[src/rtl/instr_fetch_unit.sv]
// Instruction fetch: holds the fetch PC, reads instruction memory and queues words for the core.
// Latency: first request one cycle after reset release; a word is valid at the core one cycle after its ack.
// Backpressure: stops requesting while the prefetch queue has no room; redirect flushes the queue.
//
// Ports:
//   clk, rst_n                      clock, asynchronous active-low reset
//   mem_req/mem_addr/mem_ack/mem_rdata  instruction memory read handshake (request never withdrawn)
//   redirect/redirect_pc            flush and restart fetch at a new word-aligned target
//   inst_valid/inst_ready           head-of-queue handshake towards the core
//   inst_Din/inst_pc + fields       head instruction word, its address, and pre-split fields
module instr_fetch_unit #(
    parameter logic [31:0] RESET_PC = 32'h0000_0000,
    parameter int          DEPTH    = 2
) (
    input  logic        clk,
    input  logic        rst_n,
    output logic        mem_req,
    output logic [31:0] mem_addr,
    input  logic        mem_ack,
    input  logic [31:0] mem_rdata,
    input  logic        redirect,
    input  logic [31:0] redirect_pc,
    input  logic        inst_ready,
    output logic        inst_valid,
    output logic [31:0] inst_Din,
    output logic [31:0] inst_pc,
    output logic [5:0]  op_code,
    output logic [3:0]  inst_rd,
    output logic [3:0]  inst_rs1,
    output logic [3:0]  inst_rs2,
    output logic [13:0] inst_imm
);
    localparam int PW = $clog2(DEPTH);
    localparam int CW = PW + 1;

    typedef enum logic [1:0] {IDLE, REQ, DISCARD} state_t;

    state_t        state_q, state_d;
    logic [31:0]   fetch_pc_q, fetch_pc_d;
    // Address of the request left in flight when a redirect arrived before its ack.
    logic [31:0]   disc_addr_q, disc_addr_d;

    logic [31:0]   data_q [DEPTH];
    logic [31:0]   pcs_q  [DEPTH];
    logic [PW-1:0] wr_ptr_q, rd_ptr_q;
    logic [CW-1:0] count_q;

    logic          push, pop, flush, space;
    logic [CW-1:0] count_net;
    logic [31:0]   target_pc;

    assign target_pc  = redirect_pc & ~32'h3;
    assign inst_valid = (count_q != '0);
    assign pop        = inst_valid & inst_ready & ~redirect;
    // Occupancy once this cycle's pop is taken out; pop implies count_q > 0.
    assign count_net  = count_q - CW'(pop);
    assign space      = (count_net < CW'(DEPTH));

    always_comb begin
        state_d     = state_q;
        fetch_pc_d  = fetch_pc_q;
        disc_addr_d = disc_addr_q;
        push        = 1'b0;
        flush       = 1'b0;
        mem_req     = 1'b0;
        mem_addr    = fetch_pc_q;
        case (state_q)
            IDLE: begin
                if (redirect) begin
                    fetch_pc_d = target_pc;
                    flush      = 1'b1;
                end else if (space) begin
                    state_d = REQ;
                end
            end
            REQ: begin
                mem_req = 1'b1;
                if (redirect) begin
                    fetch_pc_d = target_pc;
                    flush      = 1'b1;
                    if (mem_ack) begin
                        state_d = IDLE;
                    end else begin
                        // The in-flight read must still complete; remember where it went.
                        state_d     = DISCARD;
                        disc_addr_d = fetch_pc_q;
                    end
                end else if (mem_ack) begin
                    push       = 1'b1;
                    fetch_pc_d = fetch_pc_q + 32'd4;
                    // Room left after this push means another request can issue immediately.
                    state_d    = (count_net < CW'(DEPTH - 1)) ? REQ : IDLE;
                end
            end
            DISCARD: begin
                mem_req  = 1'b1;
                mem_addr = disc_addr_q;
                if (redirect) begin
                    fetch_pc_d = target_pc;
                    flush      = 1'b1;
                end
                if (mem_ack) begin
                    state_d = IDLE;
                end
            end
            default: state_d = IDLE;
        endcase
    end

    always_ff @(posedge clk or negedge rst_n) begin
        if (!rst_n) begin
            state_q     <= IDLE;
            fetch_pc_q  <= RESET_PC;
            disc_addr_q <= '0;
        end else begin
            state_q     <= state_d;
            fetch_pc_q  <= fetch_pc_d;
            disc_addr_q <= disc_addr_d;
        end
    end

    // Prefetch queue: flush wins over any same-cycle push or pop.
    always_ff @(posedge clk or negedge rst_n) begin
        if (!rst_n) begin
            wr_ptr_q <= '0;
            rd_ptr_q <= '0;
            count_q  <= '0;
            for (int i = 0; i < DEPTH; i++) begin
                data_q[i] <= '0;
                pcs_q[i]  <= '0;
            end
        end else if (flush) begin
            wr_ptr_q <= '0;
            rd_ptr_q <= '0;
            count_q  <= '0;
        end else begin
            if (push) begin
                data_q[wr_ptr_q] <= mem_rdata;
                pcs_q[wr_ptr_q]  <= fetch_pc_q;
                wr_ptr_q         <= wr_ptr_q + PW'(1);
            end
            if (pop) begin
                rd_ptr_q <= rd_ptr_q + PW'(1);
            end
            count_q <= count_q + CW'(push) - CW'(pop);
        end
    end

    assign inst_Din = data_q[rd_ptr_q];
    assign inst_pc  = pcs_q[rd_ptr_q];
    assign op_code  = inst_Din[31:26];
    assign inst_rd  = inst_Din[25:22];
    assign inst_rs1 = inst_Din[21:18];
    assign inst_rs2 = inst_Din[17:14];
    assign inst_imm = inst_Din[13:0];
endmodule

[config.mk]
export PLATFORM = sky130hd
export DESIGN_NAME = instr_fetch_unit
export DESIGN_NICKNAME = d
export VERILOG_FILES = /design/src/rtl/instr_fetch_unit.sv
export SDC_FILE = /design/constraint.sdc
export NUM_CORES = 1
export LEC_CHECK = 0
export BUFFER_PORTS_ARGS = -buffer_cell sky130_fd_sc_hd__buf_2
export CAP_MARGIN = 20
export CORE_AREA = 2 2 135 137
export CTS_CLUSTER_DIAMETER = 100
export DETAILED_ROUTE_END_ITERATION = 10
export DIE_AREA = 0 0 137 139
export PLACE_DENSITY = 0.89
export REMOVE_ABC_BUFFERS = 1
export SYNTH_ARGS = -nofsm -noshare
export SYNTH_HDL_FRONTEND = slang
export SYNTH_SLANG_ARGS = --single-unit
[constraint.sdc]
create_clock -name clk -period 3 [get_ports clk]
set_input_delay 0.6 -clock clk [delete_from_list [all_inputs] [get_ports clk]]
set_output_delay 0.6 -clock clk [all_outputs]
set_load 0.02 [all_outputs]
-- Word level (Yosys, flattened, before mapping)
Cells that the tools add are included.
Widths: inputs -> output; s select.
- $add $sub $neg: 6
- order comparisons: 5
- equal/unequal tests: 7
- multiplexer cells: 34
- bitwise gates (word level): 7
- reductions and logical operators: 13
- operators by type and width (operator ; count):
    $mux 32 ; 11
    $bwmux 64 ; 2
    $pmux 32 s2 ; 1
    $add 32x3->32 const B ; 1
    $demux 32 s1 ; 1
    $mux 2 ; 7
    $mux 1 ; 11
    $reduce_bool 2->1 ; 4
    $ne 2x2->1 const B ; 3
    $pmux 2 s3 ; 1
    $reduce_and 3->1 ; 2
    $ge 2x2->1 const B ; 2
    $lt 2x1->1 const B ; 2
    $not 1->2 ; 2
    $reduce_and 4->1 ; 1
    $reduce_or 2->1 ; 2
    $sub 2x1->2 ; 2
    $ne 3x3->1 const B ; 1
    $not 1->1 ; 3
    $reduce_or 3->1 ; 1
    $add 1x1->1 const B ; 2
    $add 2x1->2 ; 1
    $and 1x1->1 ; 2
    $eq 2x1->1 const B ; 1
    6 further kinds ; 6
- flip-flop bits (word level): 198
- bits of input ports: 69

-- Longest topological paths before layout
Gate-level depths: netlist (run 1).
- depth in word-level cells: 9
- mapped depth: 9
- gate-level depth less buffers: 9

-- Least setup slack after synthesis (run 1)
OpenSTA, ideal clock, no wires.
- kind: register -> output
- start: reg state_q[0]
- end: out mem_addr[10]
- data arrival time: 1.744 ns
- data required time: 2.400 ns
- slack: 0.656 ns
- cell stages (with the launch flop): 6
- path buffers: 2
- path through: dfrtp_1 > inv_1 > ha_1 > clkbuf_1 > clkbuf_1 > mux2_2
- word-level cells in the longest chain between the ends: 2
- ends and longest elaborated chain (item ; line ; RTL):
    from (decl) ; 38 ; state_t state_q, state_d;
    from (signal assigned) ; 116 ; state_q <= state_d;
    $eq 2x2->1 ; 67 ; case (state_q)
    $mux 32 ; 67 ;
    to (decl) ; 18 ; output logic [31:0] mem_addr,
No other way between the ends.

-- Final worst setup path (run 1)
- start: reg state_q[0]
- end: out mem_addr[19]
The elaborated chain is that of the path after synthesis.

==> results of run 1 <==
==> routing by layer <==
metal	share of wire	GRT usage
met5	0.00061	0
met1	0.42	0.289
met2	0.50	0.395
met3	0.060	0.0501
met4	0.015	0.0711
==> kinds of logic (layout without fill, tap and decap cells) <==
kind of cell	Yosys count	after routing	share of synthesized area
AOI/OAI and AO/OA	116	116	0.0758
muxes	235	235	0.279
DFF	190	190	0.502
other	1	5	0.000396
and+or+nand+nor	120	120	0.0698
buffers and inverters	101	245	0.0596
xor gates and xnor gates	5	5	0.00463
adders and majority gates	6	6	0.00793
==> what timing repair did <==
| item | CTS | global route |
|---|---|---|
| hold endpoints to repair | 0 | 0 |
| resized for setup | 1 | 0 |
| endpoints found under the setup margin | 28 | 0 |
==> cell usage after synthesis (3+ instances only) <==
cell / number
mux2_2: 223
dfrtp_1: 190
buf_4: 41
nand2_1: 39
a21oi_1: 38
o21ai_0: 34
clkbuf_1: 26
buf_2: 24
nand3_1: 20
nor2_1: 17
mux2_1: 11
o22ai_1: 11
a2bb2oi_1: 10
nand4_1: 9
inv_1: 8
ha_1: 6
nor3_1: 6
and4_1: 5
or3_1: 4
and3_1: 3
xor2_1: 3
==> registers in the layout, summed over array words and instances, names as in the netlist <==
signal / count
disc_addr_q: 30
count_q: 2
wr_ptr_q: 1
rd_ptr_q: 1
fetch_pc_q: 30
state_q: 2
pcs_q: 60
data_q: 64
==> power groups by stage <==
stage	Combinational, W	Clock (W)	Sequential, W
floorplan	0.00471	0	0.00458
global placement	0.00647	0	0.00477
detailed placement	0.00664	0	0.00489
CTS	0.00667	0.00224	0.00485
global route	0.00717	0.00234	0.00505
finish	0.00661	0.00218	0.00485
==> per-stage QoR <==
stage                     total power [W]  TNS (ns)  instance area [um^2]
after floorplan                   0.00929    -76.43                  8940
after global placement             0.0112         0                 10400
after detailed placement           0.0115         0                 10400
after CTS                          0.0138         0                 11000
after global routing               0.0146         0                 11000
final                              0.0136         0                 11000
==> worst max path at each step <==
stage                            from                         end  slack [ns]  depth (start not counted)
6_report       state_q[0]$_DFFE_PN0P_                mem_addr[19]        0.25                          4
5_1_grt        state_q[0]$_DFFE_PN0P_                mem_addr[25]        0.15                          4
4_1_cts        state_q[0]$_DFFE_PN0P_                mem_addr[27]        0.22                          4
3_5_place_dp   state_q[0]$_DFFE_PN0P_  fetch_pc_q[26]$_DFFE_PN0P_        0.28                          5
3_3_place_gp   state_q[0]$_DFFE_PN0P_   fetch_pc_q[8]$_DFFE_PN0P_        0.36                          6
2_1_floorplan  state_q[1]$_DFFE_PN0P_      data_q[32]$_DFFE_PN0P_       -0.76                          5
==> layout make-up <==
cell class | instances | area, um^2 | area share
diodes | 1 | 2.50 | 0.000228
well taps | 229 | 287 | 0.0261
clock buffers | 24 | 482 | 0.0439
flip-flops and latches | 190 | 4760 | 0.433
clock inverters | 5 | 83.8 | 0.00764
repair buffers | 208 | 1140 | 0.104
multi-input cells | 486 | 4190 | 0.382
inverters | 8 | 30.0 | 0.00274
==> layout by cell type (no fill, tap or decap), types with 5 or more instances in the layout <==
| cell | netlist | routed |
|---|---|---|
| buf_2 | 24 | 191 |
| mux2_2 | 223 | 223 |
| o22ai_1 | 11 | 11 |
| nor2_1 | 17 | 17 |
| nand3_1 | 20 | 19 |
| mux2_1 | 11 | 11 |
| ha_1 | 6 | 5 |
| buf_4 | 41 | 12 |
| inv_1 | 8 | 8 |
| nor3_1 | 6 | 6 |
| o21ai_0 | 34 | 34 |
| nand4_1 | 9 | 9 |
| nand2_1 | 39 | 39 |
| clkbuf_16 | 0 | 17 |
| a2bb2oi_1 | 10 | 10 |
| a21oi_1 | 38 | 38 |
| and4_1 | 5 | 5 |
| dfrtp_1 | 190 | 189 |
==> critical path, stage by stage (launching register included) <==
cell and delay [ns]:
dfrtp_1 0.46, inv_1 0.15, ha_4 0.54, mux2_2 0.41, buf_2 0.17
==> impl_metrics.json, run 1 <==
{
  "synth_area_um2": 9460,
  "fillers": 1368,
  "syn_area_per_cell_um2": 12.2,
  "holdWs_ns": 0.214,
  "place_hpwl_mm": 14.7,
  "drt-initial-drc-count": 341,
  "synth-edff-count": 0,
  "die_width_um": 137,
  "cts_setup_buffers": 0,
  "die_area_um2": 19000,
  "grt_pass1_vias": 6790,
  "cellPowerDensity_nw_per_um2": 1240,
  "synthCells": 774,
  "antenna_found_initial": 2,
  "synth_cell_types": 60,
  "cap_violations": 0,
  "drc": 0,
  "start_kind": "flop",
  "cts_tree": "yes",
  "cts_num_sinks": 190,
  "timing.slew.headroom": 0.500,
  "hold_buffers": 0,
  "required_ns": 2.40,
  "crit_type": "reg2out",
  "worstSkewPairLatency_ns": 0.42,
  "rows": 49,
  "drtPass1Iterations": 6,
  "vias": 6590,
  "p_seq_frac": 0.355,
  "p_leak_nw": 4.89,
  "internal_power_w": 0.00807,
  "grt_overflow": 0,
  "grt_max_degree": 82,
  "synth_warnings": 0,
  "synthFlopType": "dfrtp_1",
  "grt_pass1_wl_mm": 34.3,
  "slew_violations": 0,
  "yosys.area.top_type": "dfrtp_1",
  "hold_viol": 0,
  "dpl_worst_slack_ns": 0.280,
  "pin_count": 199,
  "worst_slew_pin_slew_ns": 0.749,
  "skew_ns": 0.00769,
  "switching_share": 0.409,
  "fin_ws_ns": 0.247,
  "r2r_end": "fetch_pc_q[15]$_DFFE_PN0P_",
  "finalNetCount": 986,
  "max_freq_mhz": 363,
  "netlist.area_leader.share": 0.502,
  "drt-vias-per-instance": 5.73,
  "reg2reg_depth": 6,
  "synth.area.top_cells": "dfrtp_1 (50%), mux2_2 (27%), buf_4 (3.3%)",
  "r2r_setup_slack_ns": 0.55,
  "drtAntennaViolNets": 0,
  "hold_path.class": "in2async",
  "clk_pin_slew_worst_paths_ns": 0.06,
  "grt_use_total": 0.230,
  "ys_seq_elements": 190,
  "drive_gt1_frac": 0.515,
  "comb_power_share": 0.485,
  "endpoint_kind": "output pin",
  "rsz0062_at_grt": "false",
  "finalSetupViolations": 0,
  "p_switching_w": 0.00558,
  "cts_buffers": 17,
  "critical_path_arrival_ns": 2.15,
  "layout_min_cycle_time_ns": 2.75,
  "post-route-util": 0.622,
  "wl_mm": 21.5,
  "cts_max_path_buffers": 2,
  "area_delta_synth_final_pct": 16.0,
  "start_util": 0.536,
  "die_h_um": 139,
  "power_frac_clock": 0.160,
  "core_region_area_um2": 17700,
  "post-route-period-util": 0.918,
  "dp.cells": 1121,
  "async_flop_share": 1.00,
  "gp_congestion": 0.845,
  "synth.yosys.seq_area_share": 0.502,
  "cts_root_buf": "clkbuf_16",
  "rr_startpoint": "state_q[0]$_DFFE_PN0P_",
  "port-buffer-count": 192,
  "status": "finished clean",
  "htreeDepth": 4,
  "layoutNonFillerInstCount": 1151,
  "critical_path.max_fanout": 37,
  "max-vdd-ir-drop_v": 0.000657,
  "drt-wirelength-per-cell_um": 18.6
}
No activity file was read; power rests on OpenSTA's default activity.
==> inputs of run 2 (changes only) <==
- REMOVE_ABC_BUFFERS: 1 -> default
==> run 2 against run 1 <==
  * Fmax grew 0.47%
  * Sequential power decreased by 0.8%
  * Via count is 0.65% higher
  * Sequential share of layout area decreased by 0.10 points
  * Clock skew up 0.0040 ns
  * Worst setup slack gained 0.013 ns
  * Wire length decreased by 0.52%
  * Combinational power barely moved
  * Critical endpoint is now mem_addr[12]
  * Register-to-register slack improved by 0.05 ns
  * Utilization up 0.15 points
  * Critical path depth unchanged
==> impl_metrics.json, run 2 (synthesis results as in run 1) <==
{
  "grt_pass1_wl_mm": 33.6,
  "drt-initial-drc-count": 504,
  "grt_overflow": 0,
  "crit_type": "reg2out",
  "critical_path_arrival_ns": 2.14,
  "area_delta_synth_final_pct": 16.2,
  "finalNetCount": 984,
  "grt_pass1_vias": 6462,
  "drtPass1Iterations": 5,
  "hold_path.class": "in2async",
  "port-buffer-count": 192,
  "ff_latch_area_um2": 4760,
  "required_ns": 2.40,
  "cts_max_path_buffers": 2,
  "start_util": 0.536,
  "layout_min_cycle_time_ns": 2.74,
  "cts_buffers": 17,
  "hold_viol": 0,
  "cts_num_sinks": 190,
  "wl_mm": 21.3,
  "grt_max_degree": 78,
  "die_width_um": 137,
  "drive_gt1_frac": 0.520,
  "largest_reg_flops": 64,
  "setup_tns_ns": 0,
  "rows": 49,
  "cellPowerDensity_nw_per_um2": 1260,
  "final_cell_mix": "mux2_2 (223), buf_2 (191), dfrtp_1 (189)",
  "critical_path.max_fanout": 37,
  "start_kind": "flop",
  "multiInputGateArea_um2": 4190,
  "clk_pin_slew_worst_paths_ns": 0.07,
  "max-vdd-ir-drop_v": 0.000646,
  "met1_usage": 0.293,
  "die_h_um": 139,
  "fillers": 1356,
  "top_regs": "data_q x64, pcs_q x60",
  "drt-wirelength-per-cell_um": 18.5,
  "timing.slew.headroom": 0.373,
  "place_hpwl_mm": 14.0,
  "max_freq_mhz": 365,
  "endpoint_kind": "output pin",
  "drtAntennaViolNets": 0,
  "antenna_found_initial": 2,
  "top_usage_layer": "met2",
  "core_region_area_um2": 17700,
  "post-route-period-util": 0.914,
  "gp_congestion": 0.812,
  "die_area_um2": 19000,
  "cts_tree": "yes",
  "cap_violations": 0,
  "use_met2": 0.367,
  "rsz0062_at_grt": "false",
  "finalSetupViolations": 0,
  "pin_count": 199,
  "p_leak_nw": 4.90,
  "cts_root_buf": "clkbuf_16",
  "skew_ns": 0.0116,
  "regMostFlops": "data_q",
  "drt-vias-per-instance": 5.76,
  "met3_usage": 0.0526,
  "worst_slew_pin_slew_ns": 0.941,
  "status": "finished clean",
  "drc": 0,
  "worstSkewPairLatency_ns": 0.43,
  "vias": 6633,
  "grt_use_total": 0.223,
  "htreeDepth": 4,
  "slew_violations": 0,
  "layout_commonest_cell": "mux2_2",
  "post-route-util": 0.623
}
==> run 2: timing repair <==
item	in CTS	in global routing
setup endpoints to repair	26	0
hold buffers	0	0
gates resized for setup	1	0
setup buffers	0	0
==> run 2: critical path: stages, from the launching register on <==
cell,delay (ns)
dfrtp_1,0.46
inv_1,0.15
ha_4,0.52
mux2_2,0.40
buf_2,0.16
==> run 2: final cells by class <==
type                            instances  area share
Timing Repair Buffer                  206       0.101
Antenna cell                            1    0.000227
Clock inverter                         14      0.0164
Inverter                                8     0.00273
Clock buffer                           18      0.0399
Tap cell                              229      0.0260
Sequential cell                       190       0.432
Multi-Input combinational cell        486       0.381
==> run 2: worst paths after layout <==
check,start,endpoint,slack [ns],cells after the start
max in group asynchronous,rst_n,data_q[33]$_DFFE_PN0P_,1.98,2
min in group clk,mem_rdata[3],data_q[35]$_DFFE_PN0P_,0.40,2
hold reg to reg,pcs_q[7]$_DFFE_PN0P_,pcs_q[7]$_DFFE_PN0P_,0.48,2
hold / removal,rst_n,pcs_q[47]$_DFFE_PN0P_,0.20,1
setup / recovery,state_q[0]$_DFFE_PN0P_,mem_addr[12],0.26,4
setup reg to reg,state_q[0]$_DFFE_PN0P_,fetch_pc_q[15]$_DFFE_PN0P_,0.60,6
==> run 2: routing by layer <==
metal | vias up | part of all wire | wire length [um]
li1 | 3023 | - | -
met1 | 3349 | 0.43 | 9150
met2 | 238 | 0.49 | 10500
met3 | 23 | 0.064 | 1360
met4 | 0 | 0.016 | 346
met5 | - | 0 | 0
==> run 2: stage by stage <==
stage / power [W] / cell area, um^2 / hold slack (ns) / instances / setup WS [ns]
global route: 0.0147 / 11000 / 0.243 / 1152 / 0.139
floorplan: 0.00984 / 9480 / 0.304 / 777 / 0.656
finish: 0.0138 / 11000 / 0.202 / 1152 / 0.259
detailed placement: 0.0115 / 10400 / 0.466 / 1119 / 0.385
CTS: 0.0139 / 11000 / 0.214 / 1151 / 0.225
global placement: 0.0112 / 10400 / 0.456 / 1119 / 0.394
==> run 2: where the power goes <==
| part | internal [W] | leakage, nW | total (W) | switching [W] |
|---|---|---|---|---|
| registers | 0.00384 | 2.27 | 0.00481 | 0.000978 |
| logic | 0.00293 | 2.33 | 0.00662 | 0.00370 |
| clock network | 0.00135 | 0.298 | 0.00237 | 0.00102 |
